<file path="config.mk">
export PLATFORM = sky130hd
export DESIGN_NAME = ssp_uart_host
export DESIGN_NICKNAME = d
export VERILOG_FILES = /design/src/rtl/ssp_pkg.sv /design/src/rtl/ssp_sck_gen.sv /design/src/rtl/ssp_uart_host.sv
export SDC_FILE = /design/constraint.sdc
export NUM_CORES = 1
export LEC_CHECK = 0
export CAP_MARGIN = 20
export CORE_MARGIN = 8
export CORE_UTILIZATION = 48
export CTS_CLUSTER_SIZE = 8
export DETAILED_ROUTE_END_ITERATION = 7
export GPL_ROUTABILITY_DRIVEN = 0
export HOLD_SLACK_MARGIN = 0.15
export MAX_ROUTING_LAYER = met4
export PLACE_DENSITY = 0.84
export REMOVE_ABC_BUFFERS = 1
export SLEW_MARGIN = 20
export SYNTH_ARGS = -nofsm -noshare
export SYNTH_HDL_FRONTEND = slang
export SYNTH_HIERARCHICAL = 1
export SYNTH_SLANG_ARGS = --single-unit
</file>
<file path="constraint.sdc">
create_clock -name Clk -period 4.7 [get_ports Clk]
set_input_delay 0.94 -clock Clk [delete_from_list [all_inputs] [get_ports Clk]]
set_output_delay 0.94 -clock Clk [all_outputs]
set_load 0.05 [all_outputs]
</file>
<file path="src/rtl/ssp_pkg.sv">
// Shared types and constants for the SSP bus initiator.
// Latency: n/a (declarations only).
// Backpressure: n/a.
package ssp_pkg;

  localparam int SSP_FRM_BITS  = 16;
  localparam int SSP_DATA_BITS = 12;
  localparam int SSP_RA_BITS   = 3;

  // Bit counter runs from the frame MSB down to 0; data phase is the low 12 bits.
  localparam logic [3:0] SSP_BIT_FIRST = 4'(SSP_FRM_BITS - 1);
  localparam logic [3:0] SSP_DATA_TOP  = 4'(SSP_DATA_BITS - 1);

  typedef enum logic [2:0] {
    IDLE  = 3'd0,
    SETUP = 3'd1,
    SHIFT = 3'd2,
    HOLD  = 3'd3,
    GAP   = 3'd4
  } ssp_state_e;

endpackage

</file>
<file path="src/rtl/ssp_sck_gen.sv">
// SCK divider: pCLK_DIV cycles low then pCLK_DIV cycles high while enabled.
// Latency: SCK is registered; rise/fall strobes flag the cycle before each edge.
// Backpressure: none; divider and SCK are cleared whenever en is low.
module ssp_sck_gen #(
  parameter int pCLK_DIV = 2
) (
  input  logic clk,
  input  logic rst,
  input  logic en,
  output logic sck,
  output logic sck_rise,
  output logic sck_fall
);

  localparam int DIV_W = $clog2(pCLK_DIV + 1);
  localparam logic [DIV_W-1:0] DIV_LAST = DIV_W'(pCLK_DIV - 1);

  logic [DIV_W-1:0] div_q, div_d;
  logic             sck_q, sck_d;
  logic             tick;

  // Count half-period cycles and toggle SCK at the end of each half-period.
  always_comb begin
    tick  = en && (div_q == DIV_LAST);
    div_d = '0;
    sck_d = 1'b0;
    if (en) begin
      div_d = tick ? '0 : div_q + DIV_W'(1);
      sck_d = tick ? ~sck_q : sck_q;
    end
  end

  // Divider and SCK state registers.
  always_ff @(posedge clk) begin
    if (rst) begin
      div_q <= '0;
      sck_q <= 1'b0;
    end else begin
      div_q <= div_d;
      sck_q <= sck_d;
    end
  end

  assign sck      = sck_q;
  assign sck_rise = tick & ~sck_q;
  assign sck_fall = tick & sck_q;

endmodule

</file>
<file path="src/rtl/ssp_uart_host.sv">
// SSP bus initiator: frames one register command as a 16-bit SSP cycle and returns SSP_DO.
// Latency: accept to Rsp_Vld = 1 + pSETUP + 32*pCLK_DIV cycles; next accept pGAP+1 cycles later.
// Backpressure: Cmd_Rdy only in IDLE, unaccepted commands are dropped; Rsp_Vld cannot be stalled.
module ssp_uart_host
  import ssp_pkg::*;
#(
  parameter int pCLK_DIV = 2,
  parameter int pSETUP   = 2,
  parameter int pGAP     = 4
) (
  input  logic                     Clk,
  input  logic                     Rst,
  input  logic                     Cmd_Vld,
  output logic                     Cmd_Rdy,
  input  logic [SSP_RA_BITS-1:0]   Cmd_RA,
  input  logic                     Cmd_WnR,
  input  logic [SSP_DATA_BITS-1:0] Cmd_DI,
  output logic                     Rsp_Vld,
  output logic [SSP_DATA_BITS-1:0] Rsp_DO,
  output logic                     Busy,
  output logic                     SSP_SSEL,
  output logic                     SSP_SCK,
  output logic [SSP_RA_BITS-1:0]   SSP_RA,
  output logic                     SSP_WnR,
  output logic                     SSP_En,
  output logic                     SSP_EOC,
  output logic [SSP_DATA_BITS-1:0] SSP_DI,
  input  logic [SSP_DATA_BITS-1:0] SSP_DO
);

  localparam int CNT_MAX = (pSETUP > pGAP) ? pSETUP : pGAP;
  localparam int CNT_W   = $clog2(CNT_MAX + 1);
  localparam logic [CNT_W-1:0] SETUP_LOAD = CNT_W'(pSETUP - 1);
  localparam logic [CNT_W-1:0] GAP_LOAD   = CNT_W'(pGAP - 1);

  ssp_state_e               state_q, state_d;
  logic [CNT_W-1:0]         cnt_q, cnt_d;
  logic [3:0]               bit_q, bit_d;
  logic [SSP_RA_BITS-1:0]   ra_q, ra_d;
  logic                     wnr_q, wnr_d;
  logic [SSP_DATA_BITS-1:0] di_q, di_d;
  logic [SSP_DATA_BITS-1:0] rsp_do_q, rsp_do_d;
  logic                     rsp_vld_q, rsp_vld_d;
  logic                     ssel_q, ssel_d;
  logic                     en_q, en_d;
  logic                     eoc_q, eoc_d;
  logic                     busy_q, busy_d;
  logic                     rdy_q, rdy_d;

  logic accept;
  logic sck, sck_rise, sck_fall;

  // SCK only runs during SHIFT, so the divider restarts cleanly every frame.
  ssp_sck_gen #(
    .pCLK_DIV (pCLK_DIV)
  ) u_sck_gen (
    .clk      (Clk),
    .rst      (Rst),
    .en       (state_q == SHIFT),
    .sck      (sck),
    .sck_rise (sck_rise),
    .sck_fall (sck_fall)
  );

  // Next-state, counters, command/response capture and registered SSP outputs.
  always_comb begin
    state_d  = state_q;
    cnt_d    = cnt_q;
    bit_d    = bit_q;
    ra_d     = ra_q;
    wnr_d    = wnr_q;
    di_d     = di_q;
    rsp_do_d = rsp_do_q;
    accept   = Cmd_Vld && rdy_q;

    unique case (state_q)
      IDLE: begin
        if (accept) begin
          state_d = SETUP;
          cnt_d   = SETUP_LOAD;
          bit_d   = SSP_BIT_FIRST;
          ra_d    = Cmd_RA;
          wnr_d   = Cmd_WnR;
          di_d    = Cmd_DI;
        end
      end
      SETUP: begin
        if (cnt_q == '0) state_d = SHIFT;
        else             cnt_d   = cnt_q - CNT_W'(1);
      end
      SHIFT: begin
        // Slave data is sampled on the SCK rise of the last bit.
        if (sck_rise && (bit_q == 4'd0)) rsp_do_d = SSP_DO;
        if (sck_fall) begin
          if (bit_q == 4'd0) state_d = HOLD;
          else               bit_d   = bit_q - 4'd1;
        end
      end
      HOLD: begin
        state_d = GAP;
        cnt_d   = GAP_LOAD;
      end
      GAP: begin
        if (cnt_q == '0) state_d = IDLE;
        else             cnt_d   = cnt_q - CNT_W'(1);
      end
      default: state_d = IDLE;
    endcase

    // Outputs are decoded from the next state so they line up with the state register.
    ssel_d    = (state_d == SETUP) || (state_d == SHIFT) || (state_d == HOLD);
    en_d      = (state_d == SHIFT) && (bit_d <= SSP_DATA_TOP);
    eoc_d     = (state_d == SHIFT) && (bit_d == 4'd0);
    rsp_vld_d = (state_d == HOLD);
    busy_d    = (state_d != IDLE);
    rdy_d     = (state_d == IDLE);
  end

  // State and output registers; reset drops any frame in flight.
  always_ff @(posedge Clk) begin
    if (Rst) begin
      state_q   <= IDLE;
      cnt_q     <= '0;
      bit_q     <= '0;
      ra_q      <= '0;
      wnr_q     <= 1'b0;
      di_q      <= '0;
      rsp_do_q  <= '0;
      rsp_vld_q <= 1'b0;
      ssel_q    <= 1'b0;
      en_q      <= 1'b0;
      eoc_q     <= 1'b0;
      busy_q    <= 1'b0;
      rdy_q     <= 1'b0;
    end else begin
      state_q   <= state_d;
      cnt_q     <= cnt_d;
      bit_q     <= bit_d;
      ra_q      <= ra_d;
      wnr_q     <= wnr_d;
      di_q      <= di_d;
      rsp_do_q  <= rsp_do_d;
      rsp_vld_q <= rsp_vld_d;
      ssel_q    <= ssel_d;
      en_q      <= en_d;
      eoc_q     <= eoc_d;
      busy_q    <= busy_d;
      rdy_q     <= rdy_d;
    end
  end

  assign Cmd_Rdy  = rdy_q;
  assign Busy     = busy_q;
  assign Rsp_Vld  = rsp_vld_q;
  assign Rsp_DO   = rsp_do_q;
  assign SSP_SSEL = ssel_q;
  assign SSP_SCK  = sck;
  assign SSP_RA   = ra_q;
  assign SSP_WnR  = wnr_q;
  assign SSP_En   = en_q;
  assign SSP_EOC  = eoc_q;
  assign SSP_DI   = di_q;

endmodule
</file>
# == Yosys cells after proc, flatten, opt, wreduce, memory -nomap -nowiden ==
# Cells that the tools add are included.
# totals
register_bits,47
inputBits,31
out_inout_bits,35
word_cells,66
# classes
addsub,3
n_lt_le_gt_ge,1
eq_ne,10
n_mux,13
bitwise,4
reduce_logical,20
# ops
cell,n
3-bit 2-to-1 mux,7
3-bit case mux with 5 select lines,1
"3-bit by 2-bit equality test with 1-bit output, second input constant",4
4-bit 2-to-1 mux,3
3-bit zero test,3
3-bit case mux with 3 select lines,1
4-bit zero test,2
4-bit case mux with 2 select lines,1
"3-bit by 1-bit equality test with 1-bit output, second input constant",2
3-bit nonzero test,2
1-bit logical AND,5
"4-bit <= comparator, second input constant",1
"2-bit != test, second input constant",2
2-bit AND reduction,2
2-bit OR reduction,2
"4-bit by 1-bit subtractor with 4-bit output, second input constant",1
"3-bit equality test, second input constant",1
3-bit AND reduction,1
3-bit OR reduction,1
"3-bit by 1-bit subtractor with 3-bit output, second input constant",1
"2-bit by 1-bit adder with 2-bit output, second input constant",1
1-bit AND,2
"2-bit by 1-bit equality test with 1-bit output, second input constant",1
1-bit logical OR,2
1-bit inverter,2

# == Longest topological paths before layout ==
# depth
depth_word,8
mapped_depth,8
mapped_depth_nobuf,8

# == Hierarchy ==
# The synthesis kept the hierarchy.
# modules_own_cells
module,n_inst,cells_per_inst,area_per_inst_um2,seq_area_each_um2
ssp_uart_host,1,202,1830.5,880.8
ssp_sck_gen,1,13,120.1,60.1

# == Least setup slack after synthesis ==
# No wires, ideal clock.
# synth_timing
path_type,reg-to-reg
from,register u_sck_gen.sck_q (netlist: u_sck_gen/sck)
to,register eoc_q (netlist: SSP_EOC)
setup_ns,0.088
arrival_time_ns,1.883
t_required_ns,4.612
slack_ns,2.729
path_stages_with_launch,7
synth_period_minus_slack_ns,1.971
cell_sequence,dfxtp_1 -> and3_2 -> nand4bb_1 -> nor4_1 -> mux2i_1 -> nand2_1 -> nor4_2
# synth_via
elab_chain_len,5
# synth_rtl
item,line,text
start: declaration,ssp_sck_gen.sv:19,"logic sck_q, sck_d;"
start signal: assignment,ssp_sck_gen.sv:40,sck_q <= sck_d;
1-bit AND (*),ssp_sck_gen.sv:46,assign sck_fall = tick & sck_q;
net sck_fall,ssp_uart_host.sv:51,"logic sck, sck_rise, sck_fall;"
3-bit 2-to-1 mux / 4-bit 2-to-1 mux (equally long branches),ssp_uart_host.sv:94,if (sck_fall) begin
3-bit case mux with 5 select lines / 4-bit case mux with 2 select lines (equally long branches),ssp_uart_host.sv:76,unique case (state_q)
3-bit by 2-bit equality test with 1-bit output / 4-bit zero test (equally long branches),ssp_uart_host.sv:113,eoc_d = (state_d == SHIFT) && (bit_d == 4'd0);
1-bit logical AND (*),ssp_uart_host.sv:113,
end signal: assignment,ssp_uart_host.sv:146,eoc_q <= eoc_d;
end: declaration,ssp_uart_host.sv:46,"logic eoc_q, eoc_d;"
# Mark *: on every way through the listed nets, which the timed path passes. The rest lies on a longest branch.
# A chain may end at the register's enable or synchronous reset.

# == Worst setup path in the final report ==
# layout_timing
from,register rdy_q (netlist: Cmd_Rdy)
to,output Cmd_Rdy
# layout_lines
item,line,text
start: declaration,ssp_uart_host.sv:48,"logic rdy_q, rdy_d;"
start signal: assignment,ssp_uart_host.sv:148,rdy_q <= rdy_d;
end: declaration,ssp_uart_host.sv:14,"output logic Cmd_Rdy,"
# No word-level cell between the ends.

==> results.ini <==
[synthesis]
syn_inst=215
syn_area_mm2=0.001951
synth_top_area_cell=dfxtp_1
yosysMostFrequentCell=dfxtp_1
avgSynthCellArea_um2=9.073
synthDistinctLibCells=37
yosys-top-cells-area=dfxtp_1 48%, nand2_1 8.1%, mux2i_1 7.7%
synth_top_flop_cell=dfxtp_1
ys_warn_count=6
async_flop_share_pct=0
yosysSeqAreaShare_pct=48.24
yosys-top-cells-count=47 x dfxtp_1, 42 x nand2_1, 23 x a21oi_1
synth-seq-cells=47
synth_edf_count=0
synth_top_area_share_pct=48.24

[global_routing]
antenna_found_initial=0
grt_pass1_wl_um=7479
grt_usage_pct=15.05
gr-total-overflow=0
grt_max_degree=26
grt_pass1_vias=1650

[timing]
finalCritPeriodShare_pct=52.01
setup_tns_ns=0
fin_ws_ns=2.256
maxSlewHeadroom_pct=48.38
setup_viol=0
period_needed_ns=2.444
hold_viol_final=0
finClkSkew_ns=0.005506
fmax_ghz=0.4091
slew_viol_final=0
rsz0062_at_grt=false
worstMarginPinSlew_ns=0.7721

[floorplanning]
fp-row-count=23
core-area_mm2=0.003943
die_height_um=79.75
die_area_mm2=0.006359
fp.dieW_um=79.75
io_pins=66
initial_core_util_pct=49.48

[setup_path]
slowest_delay_ns=0.82
crit_path_start=Cmd_Rdy
arrival_ns=1.50
worstSetupStartpointType=register
critPathSlowestCell=clkdlybuf4s50_1
crit_family=buffers and inverters
path_cells=clkdlybuf4s50_1
r2r_start=state_q[1]
critical_path_class=register to output port
crit_buf_inv=1
required_ns=3.76
critPathMaxFanout=4
cp-end-kind=output port

[placed_design]
place_ws_ns=2.009
postPlaceCellArea_mm2=0.002600
port_buffers=65
dp_hpwl_um=3248

[drt]
via_count=1650
viasPerCell=5.030
drtIter0Drc=144
wirelength_um=4387
post-route-drc-count=0
antenna_left=0
first_pass_iters=4
drt-wirelength-per-cell_um=13.38

[cells_and_area]
drive_gt1_share_pct=6.835
seqCellArea_um2=940.9
fillCellCount=320
area_delta_synth_final_pct=37.65
multi_input_area_um2=912.1
antenna_cells=0
design_area_mm2=0.002685
nets=312

[pwr]
p_per_area_mw_per_mm2=317.8
vdd.ir_drop.worst_mv=0.2130
power.leakage_nw=1.051

[clock_tree]
cts-htree-levels=2
path_clk_slew_ns=0.08
clock-sinks=47
cts_resized=0
clk_latency_ns=0.30
hold_buffers=0
cts-root-buf=clkbuf_8
cts_made_buffers=5
cts_setup_buffers=0
clock_path_buffers=2
cts_tree=done

[outcome]
outcome=finished clean

[flow_run]
cap_violations=0

[min_path]
hp-class=register to register
min_from=u_sck_gen/div_q[0]

[cells by family (layout without fill, tap and decap cells)]
family | Yosys count | after routing | share of synthesized area (%)
compound gates | 33 | 33 | 9.942
flops | 47 | 47 | 48.24
mux | 16 | 16 | 8.274
buf+inv | 18 | 81 | 5.003
fa+ha+maj | 4 | 4 | 2.566
simple gates | 94 | 94 | 24.63
xor+xnor | 3 | 3 | 1.347
[where the power goes]
group	switching (mW)	internal, mW	total [mW]
clock	0.135	0.104	0.239
sequential	0.0158	0.418	0.434
combinational	0.105	0.0760	0.181
total	0.255	0.598	0.853
[through the flow]
| stage | instances | util, % | hold slack [ns] | power (mW) |
|---|---|---|---|---|
| after global routing | 328 | 68.11 | 0.4600 | 0.8943 |
| final | 328 | 68.11 | 0.4356 | 0.8534 |
| after floorplan | 204 | - | 0.4043 | 0.5521 |
| after detailed placement | 320 | 65.95 | 0.4232 | 0.6242 |
| after CTS | 328 | 68.11 | 0.4354 | 0.8572 |
| after global placement | 320 | 65.95 | 0.4131 | 0.6216 |
[registers in the layout (all words and copies together) (netlist names)]
register / cells
state_q: 3
SSP_SSEL: 1
bit_q: 4
SSP_DI: 12
Rsp_DO: 12
SSP_WnR: 1
u_sck_gen/div_q: 2
SSP_En: 1
Cmd_Rdy: 1
Rsp_Vld: 1
u_sck_gen/sck: 1
SSP_EOC: 1
SSP_RA: 3
cnt_q: 3
Busy: 1
[final timing paths]
check | endpoint | slack, ns | depth (start not counted)
max | Cmd_Rdy | 2.26 | 1
min | u_sck_gen/div_q[0] | 0.44 | 1
max reg2reg | SSP_EOC | 2.42 | 7
min reg2reg | u_sck_gen/div_q[0] | 0.44 | 1
[routing by layer]
layer | GRT usage [%] | wire [um] | vias to the layer above
li1 | - | - | 844
met1 | 16.99 | 1876 | 754
met2 | 23.47 | 2117 | 44
met3 | 5.743 | 329 | 8
met4 | 6.000 | 63 | 0
met5 | - | 0 | -
[final cells by class]
cell class | count | share of cell area (%)
clock buffers | 6 | 2.703
clock inverters | 2 | 0.4660
multi-input cells | 150 | 33.97
inverters | 7 | 0.9786
repair buffers | 66 | 24.51
well taps | 50 | 2.330
flip-flops and latches | 47 | 35.04
[placed cells by master, fill, tap and decap left out, types with 2 or more instances in the layout]
cell type / Yosys / final
a21oi_1: 23 / 23
a31oi_1: 3 / 3
clkbuf_8: 0 / 5
clkdlybuf4s50_1: 0 / 65
dfxtp_1: 47 / 47
ha_1: 4 / 4
inv_1: 7 / 7
mux2i_1: 15 / 15
nand2_1: 42 / 42
nand2b_1: 3 / 3
nand3_1: 4 / 4
nor2_1: 22 / 22
nor2b_1: 2 / 2
nor3_1: 5 / 5
nor3b_1: 2 / 2
nor3b_2: 2 / 2
o21ai_0: 2 / 2
xnor2_1: 3 / 3
(Power assumes the default switching activity.)
